**src/rtl/inst_fetch.sv**
```systemverilog
// inst_fetch: RV32I instruction fetch stage.
// Keeps the fetch PC, issues word-aligned requests under a credit limit,
// queues in-order responses in a prefetch FIFO and hands instructions to the
// decoder over valid/ready. A redirect flushes the FIFO and discards stale
// in-flight responses.
// Optional feature macro: IFETCH_ALIGN_CHECK_EN (misaligned redirect -> HALT).
module inst_fetch #(
  parameter logic [31:0] RESET_PC = 32'h0000_0000,
  parameter int          DEPTH    = 4
) (
  input  logic        clk,
  input  logic        rst_n,
  output logic        imem_req_valid,
  input  logic        imem_req_ready,
  output logic [31:0] imem_req_addr,
  input  logic        imem_rsp_valid,
  input  logic [31:0] imem_rsp_data,
  input  logic        redirect_valid,
  input  logic [31:0] redirect_pc,
  output logic        inst_valid,
  input  logic        inst_ready,
  output logic [31:0] inst,
  output logic [31:0] inst_pc,
  output logic        fetch_misaligned
);

  localparam int AW = $clog2(DEPTH);
  localparam int CW = $clog2(DEPTH) + 1;
  localparam logic [CW:0] LP_DEPTH = (CW + 1)'(DEPTH);

  typedef enum logic [1:0] {
    BOOT,
    RUN,
    HALT
  } state_t;

  state_t        r_state;
  state_t        w_stateNext;

  logic [31:0]   r_fetchPc;
  logic [31:0]   r_rspPc;
  logic [CW-1:0] r_count;
  logic [CW-1:0] r_outstanding;
  logic [CW-1:0] r_dropCnt;
  logic [AW-1:0] r_wrPtr;
  logic [AW-1:0] r_rdPtr;
  logic [31:0]   r_memData [DEPTH];
  logic [31:0]   r_memPc   [DEPTH];

  logic          w_reqValid;
  logic          w_reqFire;
  logic          w_rspFire;
  logic          w_rspDrop;
  logic          w_push;
  logic          w_pop;
  logic          w_misalignedRedirect;
  logic [CW:0]   w_inFlight;
  logic [CW-1:0] w_outstandingNext;
  logic [31:0]   w_redirectTarget;

  // Redirect target with the byte-offset bits forced to zero.
  assign w_redirectTarget = {redirect_pc[31:2], 2'b00};

`ifdef IFETCH_ALIGN_CHECK_EN
  assign w_misalignedRedirect = redirect_valid & (redirect_pc[1:0] != 2'b00);
`else
  // Low target bits are simply ignored when alignment checking is absent.
  logic w_unusedLowBits;
  assign w_unusedLowBits      = ^redirect_pc[1:0];
  assign w_misalignedRedirect = 1'b0;
`endif

  // Credits: FIFO entries plus requests still in flight. Keeping this below
  // DEPTH guarantees every returning response has a free FIFO slot.
  assign w_inFlight = {1'b0, r_count} + {1'b0, r_outstanding};

  assign w_reqFire = w_reqValid & imem_req_ready;

  // A response with nothing outstanding belongs to a pre-reset request.
  assign w_rspFire = imem_rsp_valid & (r_outstanding != '0);

  // Stale responses are discarded while the drop counter is non-zero.
  assign w_rspDrop = w_rspFire & (r_dropCnt != '0);

  // A same-cycle redirect also discards the response; HALT never fills.
  assign w_push = w_rspFire & (r_dropCnt == '0) & ~redirect_valid
                  & (r_state != HALT);

  assign w_pop = inst_valid & inst_ready;

  assign w_outstandingNext = r_outstanding + CW'(w_reqFire) - CW'(w_rspFire);

  // State register: BOOT is held only during reset and the first cycle.
  always_ff @(posedge clk or negedge rst_n) begin
    if (!rst_n) begin
      r_state <= BOOT;
    end else begin
      r_state <= w_stateNext;
    end
  end

  // Next-state logic: BOOT always moves on; HALT is left only by reset.
  always_comb begin
    w_stateNext = r_state;
    case (r_state)
      BOOT:    w_stateNext = w_misalignedRedirect ? HALT : RUN;
      RUN:     w_stateNext = w_misalignedRedirect ? HALT : RUN;
      HALT:    w_stateNext = HALT;
      default: w_stateNext = BOOT;
    endcase
  end

  // State outputs: requests only in RUN and only while credits remain.
  always_comb begin
    w_reqValid = 1'b0;
    if ((r_state == RUN) && (w_inFlight < LP_DEPTH)) begin
      w_reqValid = 1'b1;
    end
  end

  assign imem_req_valid = w_reqValid;
  assign imem_req_addr  = r_fetchPc;

  // Fetch PC: next request address; held while the request is stalled.
  always_ff @(posedge clk or negedge rst_n) begin
    if (!rst_n) begin
      r_fetchPc <= RESET_PC;
    end else if (redirect_valid) begin
      r_fetchPc <= w_redirectTarget;
    end else if (w_reqFire) begin
      r_fetchPc <= r_fetchPc + 32'd4;
    end
  end

  // Response PC: address tagged onto the next response kept in the FIFO.
  always_ff @(posedge clk or negedge rst_n) begin
    if (!rst_n) begin
      r_rspPc <= RESET_PC;
    end else if (redirect_valid) begin
      r_rspPc <= w_redirectTarget;
    end else if (w_push) begin
      r_rspPc <= r_rspPc + 32'd4;
    end
  end

  // Outstanding requests: accepted but not yet answered by memory.
  always_ff @(posedge clk or negedge rst_n) begin
    if (!rst_n) begin
      r_outstanding <= '0;
    end else begin
      r_outstanding <= w_outstandingNext;
    end
  end

  // Drop counter: on redirect every request still in flight becomes stale.
  always_ff @(posedge clk or negedge rst_n) begin
    if (!rst_n) begin
      r_dropCnt <= '0;
    end else if (redirect_valid) begin
      r_dropCnt <= w_outstandingNext;
    end else if (w_rspDrop) begin
      r_dropCnt <= r_dropCnt - CW'(1);
    end
  end

  // FIFO pointers and occupancy; a redirect empties the queue outright.
  always_ff @(posedge clk or negedge rst_n) begin
    if (!rst_n) begin
      r_wrPtr <= '0;
      r_rdPtr <= '0;
      r_count <= '0;
    end else if (redirect_valid) begin
      r_wrPtr <= '0;
      r_rdPtr <= '0;
      r_count <= '0;
    end else begin
      r_wrPtr <= r_wrPtr + AW'(w_push);
      r_rdPtr <= r_rdPtr + AW'(w_pop);
      r_count <= r_count + CW'(w_push) - CW'(w_pop);
    end
  end

  // FIFO storage: cleared on reset so the decoder sees zeros after reset.
  always_ff @(posedge clk or negedge rst_n) begin
    if (!rst_n) begin
      for (int i = 0; i < DEPTH; i++) begin
        r_memData[i] <= '0;
        r_memPc[i]   <= '0;
      end
    end else if (w_push) begin
      r_memData[r_wrPtr] <= imem_rsp_data;
      r_memPc[r_wrPtr]   <= r_rspPc;
    end
  end

  assign inst_valid = (r_count != '0);
  assign inst       = r_memData[r_rdPtr];
  assign inst_pc    = r_memPc[r_rdPtr];

`ifdef IFETCH_ALIGN_CHECK_EN
  logic r_misaligned;

  // Sticky misaligned flag: set by a misaligned redirect, cleared by reset.
  always_ff @(posedge clk or negedge rst_n) begin
    if (!rst_n) begin
      r_misaligned <= 1'b0;
    end else if (w_misalignedRedirect) begin
      r_misaligned <= 1'b1;
    end
  end

  assign fetch_misaligned = r_misaligned;
`else
  assign fetch_misaligned = 1'b0;
`endif

endmodule

```
**config.mk**
```make
export PLATFORM = sky130hd
export DESIGN_NAME = inst_fetch
export DESIGN_NICKNAME = d
export VERILOG_FILES = /design/src/rtl/inst_fetch.sv
export SDC_FILE = /design/constraint.sdc
export NUM_CORES = 1
export LEC_CHECK = 0
export BUFFER_PORTS_ARGS = -buffer_cell sky130_fd_sc_hd__buf_2
export CORE_ASPECT_RATIO = 0.75
export CORE_UTILIZATION = 25
export CTS_CLUSTER_SIZE = 24
export DETAILED_ROUTE_END_ITERATION = 7
export HOLD_SLACK_MARGIN = 0.08
export PLACE_DENSITY_LB_ADDON = 0.08
export SKIP_LAST_GASP = 1
export SLEW_MARGIN = 30
export SYNTH_ARGS = -nofsm -noshare
export SYNTH_HDL_FRONTEND = slang
export SYNTH_SLANG_ARGS = --single-unit
```
**constraint.sdc**
```tcl
create_clock -name clk -period 6.8 [get_ports clk]
set_input_delay 0.68 -clock clk [delete_from_list [all_inputs] [get_ports clk]]
set_output_delay 0.68 -clock clk [all_outputs]
set_load 0.01 [all_outputs]
```
After elaboration in Yosys (flattened, before gate mapping)
Cells that the tools add are included.
{"block": "word_totals", "output_inout_bits": 99, "reg_bits": 335, "in_bits": 70, "elab_cells": 75}
{"block": "classes", "bitwise_logic": 10, "muxes": 21, "n_reduce_logical": 11, "n_lt_le_gt_ge": 4, "add_sub_neg": 10, "n_eq_ne": 3}
{"operator": "32-bit two-way mux", "count": 9}
{"operator": "128-bit bitwise mux", "count": 2}
{"operator": "32-bit binary-select mux with 2-bit select", "count": 2}
{"operator": "32-bit by 3-bit adder with 32-bit output, second input constant", "count": 2}
{"operator": "32-bit demux with 2-bit select", "count": 1}
{"operator": "3-bit two-way mux", "count": 3}
{"operator": "3-bit nonzero test", "count": 3}
{"operator": "1-bit AND", "count": 7}
{"operator": "3-bit by 1-bit adder with 3-bit output", "count": 2}
{"operator": "3-bit greater-or-equal comparator, second input constant", "count": 2}
{"operator": "2-bit inverter with 3-bit output", "count": 2}
{"operator": "2-bit nonzero test", "count": 3}
{"operator": "3-bit by 1-bit subtractor with 3-bit output", "count": 2}
{"operator": "2-bit by 1-bit adder with 2-bit output", "count": 2}
{"operator": "3-bit by 3-bit adder with 4-bit output", "count": 1}
{"operator": "4-bit by 3-bit < comparator with 1-bit output, second input constant", "count": 1}
{"operator": "2-bit two-way mux", "count": 2}
{"operator": "2-bit one-hot mux with 2 select lines", "count": 1}
{"operator": "3-bit zero test", "count": 1}
{"operator": "3-bit by 1-bit < comparator with 1-bit output, second input constant", "count": 1}
{"operator": "3-bit by 1-bit subtractor with 3-bit output, second input constant", "count": 1}
{"operator": "2-bit by 1-bit equality test with 1-bit output, second input constant", "count": 1}
{"operator": "2-bit equality test, second input constant", "count": 1}
{"operator": "1-bit logical AND", "count": 2}
{"operator": "other kinds (5)", "count": 5}

Logic depth before layout (Yosys ltp)
{"block": "logic_depth", "word_depth": 8, "mapped_depth": 14, "mapped_depth_nobuf": 11}

Worst setup path before layout
No wires, ideal clock.
{"block": "synth_timing", "kind": "flip-flop to flip-flop", "startpoint": "reg r_count[2]", "endpoint": "reg r_dropCnt[2]", "path_stages_with_launch": 13, "arrival_time_ns": 3.008, "path_buffers": 1, "setup_ns": 0.135, "required_time_ns": 6.665, "setup_slack_ns": 3.657, "synth_period_minus_slack_ns": 3.143, "path_cell_list": "dfrtp_1 ha_1 or4b_4 or4b_4 buf_6 ha_1 inv_1 ha_1 fa_1 xnor2_1 xnor2_1 nand2_1 o21ai_0"}
{"block": "synth_between", "elab_chain_len": 8}
{"item": "start: declaration", "line": "42", "text": "logic [CW-1:0] r_count;"}
{"item": "start signal: assignment", "line": "179", "text": "r_count <= r_count + CW'(w_push) - CW'(w_pop);"}
{"item": "3-bit by 3-bit adder with 4-bit output", "line": "75", "text": "assign w_inFlight = {1'b0, r_count} + {1'b0, r_outstanding};"}
{"item": "4-bit by 3-bit < comparator with 1-bit output", "line": "116", "text": "if ((r_state == RUN) && (w_inFlight < LP_DEPTH)) begin"}
{"item": "1-bit logical AND", "line": "116"}
{"item": "1-bit two-way mux", "line": "116"}
{"item": "1-bit AND", "line": "77", "text": "assign w_reqFire = w_reqValid & imem_req_ready;"}
{"item": "3-bit by 1-bit adder with 3-bit output", "line": "91", "text": "assign w_outstandingNext = r_outstanding + CW'(w_reqFire) - CW'(w_rspFire);"}
{"item": "3-bit by 1-bit subtractor with 3-bit output", "line": "91"}
{"item": "via w_outstandingNext[2]", "line": "58", "text": "logic [CW-1:0] w_outstandingNext;"}
{"item": "3-bit two-way mux", "line": "159", "text": "end else if (redirect_valid) begin"}
{"item": "end signal: assignment", "line": "160", "text": "r_dropCnt <= w_outstandingNext;"}
{"item": "end signal: assignment", "line": "162", "text": "r_dropCnt <= r_dropCnt - CW'(1);"}
{"item": "end: declaration", "line": "44", "text": "logic [CW-1:0] r_dropCnt;"}
The timed path passes the listed nets, and every way through them passes these cells.
A chain may end at the register's enable or synchronous reset.

Worst setup path after layout
{"block": "layout_timing", "startpoint": "reg r_rdPtr[0]", "endpoint": "out inst_pc[6]"}
{"block": "layout_between", "elab_chain_len": 4}
{"item": "start: declaration", "line": "46", "text": "logic [AW-1:0] r_rdPtr;"}
{"item": "start signal: assignment", "line": "178", "text": "r_rdPtr <= r_rdPtr + AW'(w_pop);"}
{"item": "2-bit inverter with 3-bit output (implied by the code)", "line": "198", "text": "assign inst_pc = r_memPc[r_rdPtr];"}
{"item": "32-bit binary-select mux with 2-bit select", "line": "198"}
{"item": "32-bit two-way mux (implied by the code) (2 in series)", "line": "198"}
{"item": "end: declaration", "line": "23", "text": "output logic [31:0] inst_pc,"}
Every way passes these cells. The select of a mux whose other input is x is not followed.

==> impl_metrics.py <==
metrics = {
    "route": {
        "drt_wl_total_um": 41600,
        "via_count": 9516,
        "drt_iter0_drc": 523,
        "wire_per_inst_um": 20.1,
        "final_antenna_net_count": 0,
        "via_per_inst": 4.59,
        "dr.pass1.iters": 4,
        "drc_errors": 0,
    },
    "floorplanning": {
        "die_h_um": 213,
        "fp.coreArea_um2": 58900,
        "initial_core_util_pct": 25.3,
        "rows": 77,
        "die-width_um": 284,
        "ios": 169,
        "die_area_um2": 60500,
    },
    "finish": {
        "postLayoutCoreUtil_pct": 30.5,
        "final_cells": 2071,
        "nets": 1335,
        "antenna_cells": 0,
        "drive_gt1_share_pct": 44.3,
        "syn_to_final_growth_pct": 20.7,
    },
    "critical_path": {
        "startpoint_type": "flip-flop",
        "worstSetupPathType": "flip-flop to output pin",
        "cp.required_ns": 6.12,
        "cp_max_fo": 33,
        "slowest_stage": "dfrtp_4",
        "worst-path-buf-inv": 2,
        "cp_data_arrival_time_ns": 3.07,
        "cp_top_family": "buffers and inverters",
        "cp.depth": 3,
        "reg2reg_depth": 9,
        "cp-end-kind": "output pin",
        "crit_path_max_incr_delay_ns": 0.88,
        "path_cells": "buf_4, mux4_2, buf_2",
    },
    "yosys": {
        "synth_top_family_by_area": "multiplexers",
        "async_flop_share_pct": 100,
        "syn_area_um2": 14900,
        "ys_seq_area_share_pct": 54.3,
        "synth.distinct_cells": 46,
        "synthMuxAreaShare_pct": 28.0,
        "synth_xor_area_share_pct": 1.82,
        "synth_seq_cells": 323,
        "syn_avg_cell_area_um2": 13.5,
        "synth_common_cells": "dfrtp_1, mux2_2, nand2_1",
        "synth_top_area_cell": "dfrtp_1",
        "yosysTopAreaCellShare_pct": 54.3,
        "synth_cells": 1104,
        "ys_warn_count": 0,
        "synth-simple-area-share_pct": 7.47,
        "synth_compound_area_share_pct": 4.34,
        "yosys-top-cells-area": "dfrtp_1, mux2_2, mux4_2, nand2_1, o21ai_0",
        "yosysMostFrequentCell": "dfrtp_1",
        "synthFlopType": "dfrtp_1",
        "synth_edf_count": 0,
        "yosys.area_share.adder_pct": 1.28,
    },
    "power_and_ir_drop": {
        "switching_share_pct": 31.4,
        "pwr-share-seq_pct": 40.2,
        "power.internal_uw": 4430,
        "power.total_uw": 6450,
        "p_switching_uw": 2020,
        "power.density_nw_per_um2": 359,
        "p_comb_share_pct": 27.0,
        "p_leak_uw": 0.00815,
        "p_clk_share_pct": 32.8,
        "irDropWorstVdd_v": 0.000147,
    },
    "global_routing": {
        "grt_antenna_before_repair": 1,
        "grt_pass1_vias": 10100,
        "grt_usage_pct": 14.0,
        "overflow": 0,
        "grt_max_degree": 147,
        "grt_pass1_wl_um": 64700,
    },
    "clock_tree": {
        "post_cts_buffers": 0,
        "cts-root-buf": "clkbuf_16",
        "cts_tree": "built",
        "clock_path_buffers": 3,
        "cts_max_level": 2,
        "cts_buffers": 40,
        "cts.clk_slew.worst_paths_ns": 0.07,
        "cts_hold_buf": 1,
        "cts_sinks": 323,
        "worstSkewPairLatency_ns": 0.56,
        "cts_resized": 0,
    },
    "placement": {
        "dp_hpwl_um": 25600,
        "gp_congestion": 0.723,
        "dpl.cell_count": 1996,
        "io_buffers": 161,
    },
    "sta": {
        "clock_skew_ns": 0.0190,
        "fin_crit_ns": 3.75,
        "fmax_mhz": 266,
        "finalSetupViolations": 0,
        "hold_viol": 0,
        "worstMarginPinSlew_ns": 0.908,
        "timing.final.crit_share_pct": 55.2,
        "setup_tns_ns": 0,
        "max_slew_margin_pct": 39.5,
        "rsz0062_at_grt": "no",
        "slew_violations": 0,
    },
    "min_path": {
        "whs_path_depth": 3,
        "holdCritPathClass": "input port to flip-flop",
    },
    "run_status": {
        "status": "complete, no violations",
    },
    "run": {
        "maxCapViolations": 0,
    },
}
==> cells by family after synthesis <==
logic type	Yosys count
mux	308
buf+inv	104
other cells	1
flops	323
simple gates	218
fa+ha+maj	14
compound gates	105
xor+xnor	31
==> area by class of cell <==
type,instances,area [um^2]
repair buffers,181,1070
fillers,5999,40900
flip-flops and latches,323,8090
inverters,24,90.1
clock inverters,14,85.1
clock buffers,58,1210
well taps,790,988
multi-input cells,681,6440
==> layout by cell type (no fill, tap or decap), types with 23 or more instances in the layout <==
master / synthesis / final
dfrtp_1: 323 / 321
mux2_2: 244 / 244
buf_2: 1 / 160
nand2_1: 68 / 67
mux4_2: 62 / 62
o21ai_0: 48 / 48
clkbuf_16: 0 / 41
nor2_1: 31 / 30
nand3_1: 27 / 26
xnor2_1: 25 / 25
inv_1: 23 / 23
==> path summary, 6_finish.rpt <==
kind | startpoint | endpoint | slack, ns
max | r_rdPtr[0] | inst_pc[6] | 3.05
min | redirect_pc[14] | r_rspPc[14] | 0.35
max reg2reg | r_dropCnt[0] | r_memData[0] | 3.16
min reg2reg | r_state[0] | r_state[1] | 0.43
max in group asynchronous | rst_n | r_rdPtr[1] | 4.74
min in group asynchronous | rst_n | imem_req_addr[10] | 0.62
==> sequential cells by signal, summed over array words and instances, names as in the netlist <==
register       cells
imem_req_addr     30
r_outstanding      3
r_count            3
r_rdPtr            2
r_wrPtr            2
r_memData        128
r_rspPc           30
r_state            2
r_dropCnt          3
r_memPc          120
==> stage by stage <==
step / instance area (um^2) / worst slack (ns) / hold slack (ns)
after global routing: 18000 / 2.80 / 0.348
final: 18000 / 3.05 / 0.349
after CTS: 17900 / 2.86 / 0.321
after detailed placement: 16600 / 2.86 / 0.427
after global placement: 16600 / 2.62 / 0.427
after floorplan: 14900 / 3.66 / 0.384
==> routing by layer <==
layer / global-route usage [%] / share of wire [%] / vias to the layer above / wire (um)
met5: 0 / 0 / - / 0
met4: 4.45 / 2.2 / 0 / 910
met3: 2.38 / 3.3 / 51 / 1360
met2: 21.5 / 46 / 119 / 19100
met1: 20.2 / 49 / 4963 / 20200
li1: - / - / 4383 / -
==> power groups by stage <==
stage / combinational, uW / clock (uW) / sequential [uW]
floorplan: 1230 / 0 / 2460
global placement: 1770 / 0 / 2630
detailed placement: 1790 / 0 / 2630
CTS: 1790 / 2220 / 2600
global route: 1940 / 2290 / 2660
finish: 1740 / 2110 / 2590
==> worst register-to-register path: stages (launching register included) <==
cell      delay, ns
dfrtp_1        0.39
inv_1          0.08
ha_1           0.21
nand2b_1       0.08
or4_1          0.43
buf_4          0.28
inv_2          0.50
nand3_4        0.59
buf_4          0.57
mux2_2         0.38
Power figures use the tool's default switching activity.
